[src/rtl/denise_pkg.sv]
// Purpose: shared register addresses, CLXDAT bit positions and CLXCON layout for the collision block.
// Latency: n/a (declarations only).
// Backpressure: n/a.
package denise_pkg;

  // Full 9-bit register offsets; the bus carries bits [8:1] only.
  localparam logic [8:0] CLXDAT  = 9'h00E;
  localparam logic [8:0] CLXCON  = 9'h098;
  localparam logic [8:0] CLXCON2 = 9'h10E;

  // CLXDAT bit positions. Odd/even plane vs sprite-group bits are base + group.
  localparam int CLX_BPE_BPO  = 0;
  localparam int CLX_BPO_SPG  = 1;
  localparam int CLX_BPE_SPG  = 5;
  localparam int CLX_SP0_SP1  = 9;
  localparam int CLX_SP0_SP2  = 10;
  localparam int CLX_SP0_SP3  = 11;
  localparam int CLX_SP1_SP2  = 12;
  localparam int CLX_SP1_SP3  = 13;
  localparam int CLX_SP2_SP3  = 14;

  // ensp[0] = ENSP1 .. ensp[3] = ENSP7; enbp/mvbp[0] = plane 1 .. [5] = plane 6.
  typedef struct packed {
    logic [3:0] ensp;
    logic [5:0] enbp;
    logic [5:0] mvbp;
  } clxcon_t;

  function automatic logic reg_hit(input logic [8:1] addr, input logic [8:0] reg_addr);
    logic [8:0] a;
    a = reg_addr;
    return addr == a[8:1];
  endfunction

endpackage

[src/rtl/denise_collision_if.sv]
// Purpose: chip register bus slice seen by the collision block (address, write data, read data).
// Latency: read data is combinational from the address; writes land on the next pixel-enabled edge.
// Backpressure: none; every access completes in the cycle it is presented.
interface denise_collision_if;
  logic [8:1]  reg_address_in;
  logic [15:0] data_in;
  logic [15:0] data_out;

  modport master (output reg_address_in, output data_in, input data_out);
  modport slave  (input reg_address_in, input data_in, output data_out);
endinterface

[src/rtl/denise_collision_match.sv]
// Purpose: plane-match for one parity (four planes): each enabled plane must equal its match bit.
// Latency: purely combinational.
// Backpressure: none.
// Ports: planes = current pixel bits, enbp = per-plane enables, mvbp = match values, hit = all enabled planes match.
module denise_collision_match (
  input  logic [3:0] planes,
  input  logic [3:0] enbp,
  input  logic [3:0] mvbp,
  output logic       hit
);

  // A disabled plane is a don't-care, so it always counts as matching.
  assign hit = &(~enbp | ~(planes ^ mvbp));

endmodule

[src/rtl/denise_collision.sv]
// Purpose: Denise sprite/playfield collision detect: CLXCON(/CLXCON2) config, sticky CLXDAT with clear-on-read.
// Latency: a pixel hit at pixel-enabled edge N is visible on data_out after edge N; reads are combinational.
// Backpressure: none; register accesses and pixels are consumed every clk7_en cycle.
// Ports: clk/reset_n, clk7_en pixel enable, aga mode, bpldata[8:1] planes, nsprite flags, bus = register slice.
// Option: define MINIMIG_CLXCON2_EN to add the CLXCON2 register and compare planes 7/8.
module denise_collision
  import denise_pkg::*;
(
  input  logic                clk,
  input  logic                reset_n,
  input  logic                clk7_en,
  input  logic                aga,
  input  logic [8:1]          bpldata,
  input  logic [7:0]          nsprite,
  denise_collision_if.slave   bus
);

  clxcon_t     clxcon_q, clxcon_d;
  logic [14:0] clxdat_q, clxdat_d;
  logic [14:0] hits;
  logic [3:0]  sg;
  logic        rd, wr_con;
  logic        odd_hit, even_hit;
  logic [1:0]  ext_enbp, ext_mvbp;  // [0] = plane 7, [1] = plane 8

  assign rd     = reg_hit(bus.reg_address_in, CLXDAT);
  assign wr_con = reg_hit(bus.reg_address_in, CLXCON);

`ifdef MINIMIG_CLXCON2_EN
  logic [3:0] clxcon2_q, clxcon2_d;  // {ENBP8, ENBP7, MVBP8, MVBP7}
  logic       wr_con2;

  assign wr_con2 = aga & reg_hit(bus.reg_address_in, CLXCON2);

  always_comb begin
    clxcon2_d = clxcon2_q;
    if (clk7_en) begin
      // Any CLXCON write drops back to 6-plane compares.
      if (wr_con)       clxcon2_d = '0;
      else if (wr_con2) clxcon2_d = {bus.data_in[7:6], bus.data_in[1:0]};
    end
  end

  always_ff @(posedge clk or negedge reset_n) begin
    if (!reset_n) clxcon2_q <= '0;
    else          clxcon2_q <= clxcon2_d;
  end

  assign ext_enbp = clxcon2_q[3:2];
  assign ext_mvbp = clxcon2_q[1:0];
`else
  // Without CLXCON2 the aga strap has nothing to gate.
  logic unused_aga;
  assign unused_aga = aga;
  assign ext_enbp   = 2'b00;
  assign ext_mvbp   = 2'b00;
`endif

  denise_collision_match u_odd (
    .planes ({bpldata[7], bpldata[5], bpldata[3], bpldata[1]}),
    .enbp   ({ext_enbp[0], clxcon_q.enbp[4], clxcon_q.enbp[2], clxcon_q.enbp[0]}),
    .mvbp   ({ext_mvbp[0], clxcon_q.mvbp[4], clxcon_q.mvbp[2], clxcon_q.mvbp[0]}),
    .hit    (odd_hit)
  );

  denise_collision_match u_even (
    .planes ({bpldata[8], bpldata[6], bpldata[4], bpldata[2]}),
    .enbp   ({ext_enbp[1], clxcon_q.enbp[5], clxcon_q.enbp[3], clxcon_q.enbp[1]}),
    .mvbp   ({ext_mvbp[1], clxcon_q.mvbp[5], clxcon_q.mvbp[3], clxcon_q.mvbp[1]}),
    .hit    (even_hit)
  );

  always_comb begin
    hits = '0;
    sg   = '0;
    // Even sprite of each pair always counts; the odd one only when attached via ENSP.
    for (int g = 0; g < 4; g++) begin
      sg[g] = nsprite[2*g] | (clxcon_q.ensp[g] & nsprite[2*g+1]);
    end
    hits[CLX_BPE_BPO] = even_hit & odd_hit;
    for (int g = 0; g < 4; g++) begin
      hits[CLX_BPO_SPG + g] = odd_hit  & sg[g];
      hits[CLX_BPE_SPG + g] = even_hit & sg[g];
    end
    hits[CLX_SP0_SP1] = sg[0] & sg[1];
    hits[CLX_SP0_SP2] = sg[0] & sg[2];
    hits[CLX_SP0_SP3] = sg[0] & sg[3];
    hits[CLX_SP1_SP2] = sg[1] & sg[2];
    hits[CLX_SP1_SP3] = sg[1] & sg[3];
    hits[CLX_SP2_SP3] = sg[2] & sg[3];
  end

  always_comb begin
    clxcon_d = clxcon_q;
    clxdat_d = clxdat_q;
    if (clk7_en) begin
      if (wr_con) clxcon_d = clxcon_t'(bus.data_in);
      // Clear-on-read and a same-edge hit: the new hit survives for the next read.
      clxdat_d = (rd ? 15'd0 : clxdat_q) | hits;
    end
  end

  always_ff @(posedge clk or negedge reset_n) begin
    if (!reset_n) begin
      clxcon_q <= '0;
      clxdat_q <= '0;
    end else begin
      clxcon_q <= clxcon_d;
      clxdat_q <= clxdat_d;
    end
  end

  // Zero when not addressed so the read bus can be OR-merged.
  assign bus.data_out = rd ? {1'b1, clxdat_q} : 16'h0000;

endmodule

[src/flat_wrapper.sv]
// flat-port wrapper written by rule: the top's interface ports become plain ports
module denise_collision_flat import denise_pkg::*;
  (clk, reset_n, clk7_en, aga, bpldata, nsprite, bus_reg_address_in, bus_data_in, bus_data_out);
  denise_collision_if bus_i ();
  input  logic clk;
  input  logic reset_n;
  input  logic clk7_en;
  input  logic aga;
  input  logic [8:1] bpldata;
  input  logic [7:0] nsprite;
  input wire logic [$bits(bus_i.reg_address_in)-1:0] bus_reg_address_in;
  input wire logic [$bits(bus_i.data_in)-1:0] bus_data_in;
  output wire logic [$bits(bus_i.data_out)-1:0] bus_data_out;
  assign bus_i.reg_address_in = bus_reg_address_in;
  assign bus_i.data_in = bus_data_in;
  assign bus_data_out = bus_i.data_out;
  denise_collision u_core (.clk(clk), .reset_n(reset_n), .clk7_en(clk7_en), .aga(aga), .bpldata(bpldata), .nsprite(nsprite), .bus(bus_i));
endmodule
[config.mk]
export PLATFORM = sky130hd
export DESIGN_NAME = denise_collision_flat
export DESIGN_NICKNAME = d
export VERILOG_FILES = /design/src/rtl/denise_pkg.sv /design/src/rtl/denise_collision_if.sv /design/src/rtl/denise_collision_match.sv /design/src/rtl/denise_collision.sv /design/src/flat_wrapper.sv
export SDC_FILE = /design/constraint.sdc
export NUM_CORES = 1
export LEC_CHECK = 0
export CORE_ASPECT_RATIO = 1.4
export CORE_UTILIZATION = 38
export DETAILED_ROUTE_END_ITERATION = 8
export PLACE_DENSITY = 0.75
export SLEW_MARGIN = 40
export SYNTH_ARGS = -nofsm -noshare
export SYNTH_HDL_FRONTEND = slang
export SYNTH_SLANG_ARGS = --single-unit
[constraint.sdc]
create_clock -name clk -period 2.31 [get_ports clk]
set_clock_uncertainty 0.1 [all_clocks]
set_input_delay 0.693 -clock clk [delete_from_list [all_inputs] [get_ports clk]]
set_output_delay 0.693 -clock clk [all_outputs]
set_load 0.01 [all_outputs]
======== Yosys cells after proc, flatten, opt, wreduce, memory -nomap -nowiden ========
Index checks and enable logic that the tools add are counted.
operators by class
  $add $sub $neg .......................... 0
  multipliers ............................. 0
  div/mod/pow operators ................... 0
  order comparisons ....................... 0
  equal/unequal tests ..................... 2
  shift operators ......................... 0
  mux-type cells .......................... 2
  bitwise logic cells ..................... 32
  reductions and logical operators ........ 3
operator list
  kind                count
  $and 1x1->1         19
  $mux 16             1
  $mux 15             1
  $or 15x15->15       1
  $eq 8x3->1 const B  1
  $eq 8x7->1 const B  1
  $not 3->4           2
  $not 4->4           2
  $or 4x4->4          2
  $reduce_and 4->1    2
  $xor 4x3->4         2
  $or 1x1->1          4
  $reduce_and 2->1    1
word-level totals
  register bits ........................... 31
  bits in latches ......................... 0
  RAM bits ................................ 0
  memory bits (read-only) ................. 0
  input bits .............................. 44
  output and inout port bits .............. 16
  memories kept ........................... 0

======== Depth between registers and ports, before layout ========
  word-level depth ........................ 6
  mapped depth ............................ 4
  gate-level depth less buffers ........... 3

======== Hierarchy ========
Synthesis repeated with hierarchy kept, for this count alone.
unflattened totals
  cells, all modules ...................... 111
  area, all modules ....................... 1495.2 µm²
by module, submodules not included
  module                  instances  cells an instance  area an instance (µm²)  sequential area each (µm²)
  denise_collision        1          99                 1377.6                  775.7
  denise_collision_match  2          6                  58.8                    0.0

======== Worst setup path after synthesis ========
No wires, ideal clock.
  path kind ............................... input -> output
  from .................................... in bus_reg_address_in[7]
  to ...................................... out bus_data_out[15]
  arrival time ............................ 1635 ps
  path slack .............................. -118 ps
  cell stages on the path ................. 4
  path buffers ............................ 2
  cell sequence ........................... nor4b_4 > clkbuf_1 > and2_1 > buf_4
between the ends
  word-level cells in the longest chain between the ends .. 2
ends and longest elaborated chain
  what                 line                     source
  start, declared      flat_wrapper.sv:11       input wire logic [$bits(bus_i.reg_address_in)-1:0] bus_reg_address_in;
  $eq 8x3->1           denise_pkg.sv:32         return addr == a[8:1];
  named net u_core.rd  denise_collision.sv:22   logic rd, wr_con;
  $mux 16              denise_collision.sv:114  assign bus.data_out = rd ? {1'b1, clxdat_q} : 16'h0000;
  end, declared        flat_wrapper.sv:13       output wire logic [$bits(bus_i.data_out)-1:0] bus_data_out;
The timed path passes the listed nets, and every way through them passes these cells.

======== Worst setup path in the final report ========
  from .................................... in bus_reg_address_in[5]
  to ...................................... out bus_data_out[0]
between the ends
  word-level cells in the longest chain between the ends .. 2
ends and longest elaborated chain
  what        line
  $eq 8x3->1  denise_pkg.sv:32
  $mux 16     denise_collision.sv:114
No other way between the ends.

==> results.txt <==
* Global Route Usage Sum: about a fifth
* Worst-case register-to-register setup slack: 890 ps
* Placeable core region: 0.00368 mm²
- Biggest fanout along the worst timing path: 3
- Buffers placed on the I/O ports in this run total 56.
* Cell family with most CP delay: buffers and inverters
* WL per Instance: 15.4 µm
* Total leakage power: ~1.1 nW
- List of cells traversed by the critical path: buf_6 -> nor4b_4 -> buf_2 -> buf_6 -> buf_6 -> and3_4 -> buf_6
- Fraction of layout instances using a drive strength above 1: a little over two fifths
* Worst r2r src: u_core.clxcon_q[1]
- Depth of the worst register-to-register path: 4
- Summing every instance area after synthesis gives ~0.0015 mm².
- Dominant cells by area after synthesis: dfrtp_1 (53%), mux2_4 (10%), and3_1 (6.4%)
- The congestion estimate from routability-driven global placement came to 0.763.
* # H-tree levels: 2
- Clock buffers created by TritonCTS: 5
- For this design, the sink count on the clock tree is 31.
- Violations in the final reports: negative setup slack
- Number of DRC violations after detailed-routing iteration 0: 25
- Critical path arrival: around 1800 ps
- Post-route worst setup slack: -237 ps
* Boundary pin count: 60
* Syn nets: 153
- Largest stage delay on the critical path: roughly 320 ps
* Largest net degree at the start of global routing: 32
* Total stage count of the critical path: 7
- Measured along the x axis, the die boundary spans around 55 µm.
* Pin slew with the least headroom to its limit: 379 ps
- After synthesis, the largest area contributor takes up 52.7% of total cell area.
- The detailed router placed approximately 1200 vias in this run.
- The worst setup path is launched from an input port.
- No sink is reached through more buffers than the 2 on the longest clock path.
- Tracing the worst setup path back leads to its startpoint at bus_reg_address_in[5].
* Final hold violations: 0
- Post-Syn Instances: 109
- Compared with the post-synthesis result, the final layout area differs by 64.4%.
- Normalized max-slew margin: roughly 75%
- The initialized floorplan defines 26 standard-cell rows.
- Filler Cells Inserted: between 200 and 300
* Cell taking the most area after synthesis: dfrtp_1
- Worst ir drop on vdd: about 0.37 mV
- Critical setup path kind: in2out
* Critical path's slowest cell: nor4b_4
- Setup repair after global routing could not meet its margin everywhere.
- Antenna viol nets, final: 0
- Pre-CTS worst setup slack: -820 ps
* DIE AREA: roughly 0.0041 mm²
- Floorplan die height: between 70 and 80 µm
- Drc violations: 0
- Post-CTS clock slew at the launch and capture registers of the worst setup and hold paths: about 60 ps
- At the end of the flow, the number of nets in the layout was 235.
- The number of antenna violations at the first check in global routing was 0.
- Number of global-route vias before repair: 1264
* Congestion Overflow GR: 0
- Derived from the worst setup path, the maximum achievable clock frequency is about 390 MHz.
* Fraction of the yosys area taken by sequential cells: between 50% and 60%
- Detailed placement finished with a half-perimeter wire length of between 2000 and 2500 µm.
- In this run the mean area of a mapped cell was about 13 µm².
- Worst path most repeated cell: buf_6
- The first global-routing pass estimated around 5700 µm of wire.
- Worst Setup End Kind: output port
* Min cycle time layout: about 2500 ps
- TritonCTS built the clock tree.
- Hold-fix buffer count after cts: 0
- The cell sitting at the root of the clock tree is a clkbuf_8.
- The run finished, with violations left.
- Counting both buffers and inverters, the worst setup path holds a total of 5.
* Number of vias per cell after detailed routing: 5.27
* Total wire length: around 3600 µm
- The Yosys step of the flow raised 0 warnings.
- In this run the power density over the cells is approximately 500 mW/mm².
* Count of cell types in the netlist: 25
* Destination of the critical timing path: bus_data_out[0]
* Worst R2R End: u_core.clxdat_q[0]
* Accumulated negative setup slack: -2160 ps
- Total power for the finished layout comes to 1.19 mW.
- The first detailed-routing pass ran for 6 iterations.
- Data required, critical path: approximately 1500 ps
- Number of diodes: 0
* Number of max-capacitance violations reported: 0
- Counting flops and latches in the post-synthesis netlist gives 31.
- Pins over their slew limit: 0
- Final worst path period share: 110%
* Starting utilization of the core area: about 40%
* Classification of the worst-slack hold path: reg2reg
- Clock latency reported for the late side of the worst-skew pair: approximately 280 ps
* Total of endpoints with negative setup slack in the final report: 16
-- where the power goes --
| group | switching (mW) | internal, mW |
|---|---|---|
| Combinational | 0.0571 | 0.107 |
| Sequential | 0.0105 | 0.560 |
| Clock | 0.188 | 0.271 |
| Total | 0.256 | 0.938 |
-- Yosys cell counts --
cell type / count
a21o_1: 2
a21oi_1: 3
a222oi_1: 2
a22o_1: 8
a32o_1: 1
and2_1: 2
and3_1: 15
and4bb_2: 1
buf_2: 1
buf_4: 1
buf_6: 1
clkbuf_1: 3
dfrtp_1: 31
mux2_2: 6
mux2_4: 10
nand2_1: 1
nand2b_1: 1
nand3_1: 2
nand3_4: 1
nor2b_1: 3
nor3b_1: 1
nor4b_4: 1
nor4bb_1: 1
o2bb2ai_1: 5
xor2_1: 6
-- final cells by class --
cell class	instances	area [µm²]	share of cell area [%]
Sequential cell	31	776	32.1
Timing Repair Buffer	80	761	31.5
Multi-Input combinational cell	73	729	30.2
Tap cell	42	52.6	2.17
Clock buffer	8	100	4.14
-- cell usage in the layout (no fill, tap or decap), types with 2 or more instances in the layout --
master,Yosys,final
mux2_2,6,6
nor2b_1,3,3
a21o_1,2,2
buf_4,1,14
o2bb2ai_1,5,5
dlygate4sd2_1,0,2
a222oi_1,2,2
a21oi_1,3,3
mux2_4,10,10
buf_2,1,7
and3_4,0,10
clkbuf_8,0,7
xor2_1,6,6
and3_1,15,5
a22o_1,8,8
nand3_1,2,2
clkdlybuf4s50_1,0,32
buf_6,1,21
dfrtp_1,31,31
-- kinds of logic (layout without fill, tap and decap cells) --
family | after synthesis | count (layout) | synth area share (%)
XOR/XNOR | 6 | 6 | 3.57
AO/OA/AOI/OAI | 21 | 21 | 11.8
flip-flops | 31 | 31 | 52.7
multiplexers | 16 | 16 | 14.8
buffers and inverters | 6 | 88 | 2.38
AND/OR/NAND/NOR | 29 | 30 | 14.7
-- routing by layer --
layer	track usage [%]	wire, µm	vias up
li1	-	-	576
met1	23.1	1370	601
met2	34.9	2010	50
met3	4.19	169	7
met4	6.84	51	0
met5	0	0	-
-- flip-flops by register name, indices dropped and copies added, names as in the netlist --
name and flops:
u_core.clxdat_q 15, u_core.clxcon_q 16
-- how the worst min path moves through the flow --
stage	from	end	slack, ps	cells past startpoint
global placement	u_core.clxdat_q[10]	u_core.clxdat_q[10]	360	1
floorplan	reset_n	u_core.clxcon_q[0]	300	0
CTS	u_core.clxdat_q[10]	u_core.clxdat_q[10]	380	1
finish	u_core.clxdat_q[10]	u_core.clxdat_q[10]	370	1
global route	u_core.clxdat_q[10]	u_core.clxdat_q[10]	420	1
detailed placement	u_core.clxdat_q[10]	u_core.clxdat_q[10]	360	1
-- per-stage QoR --
stage	cells	hold WS, ps	instance area, µm²	util (%)
final	234	374	2420	65.8
after global routing	234	416	2420	65.8
after CTS	235	377	2380	64.7
after detailed placement	211	360	2140	58.1
after global placement	211	357	2140	58.1
after floorplan	109	297	1470	-
-- timing repair --
item | CTS | global route
gates cloned | 3 | 0
buffers inserted | 13 | 1
resized for setup | 109 | 13
pin swaps | 8 | 4
endpoints found under the setup margin | 16 | 16
No activity file was read; power rests on OpenSTA's default activity.
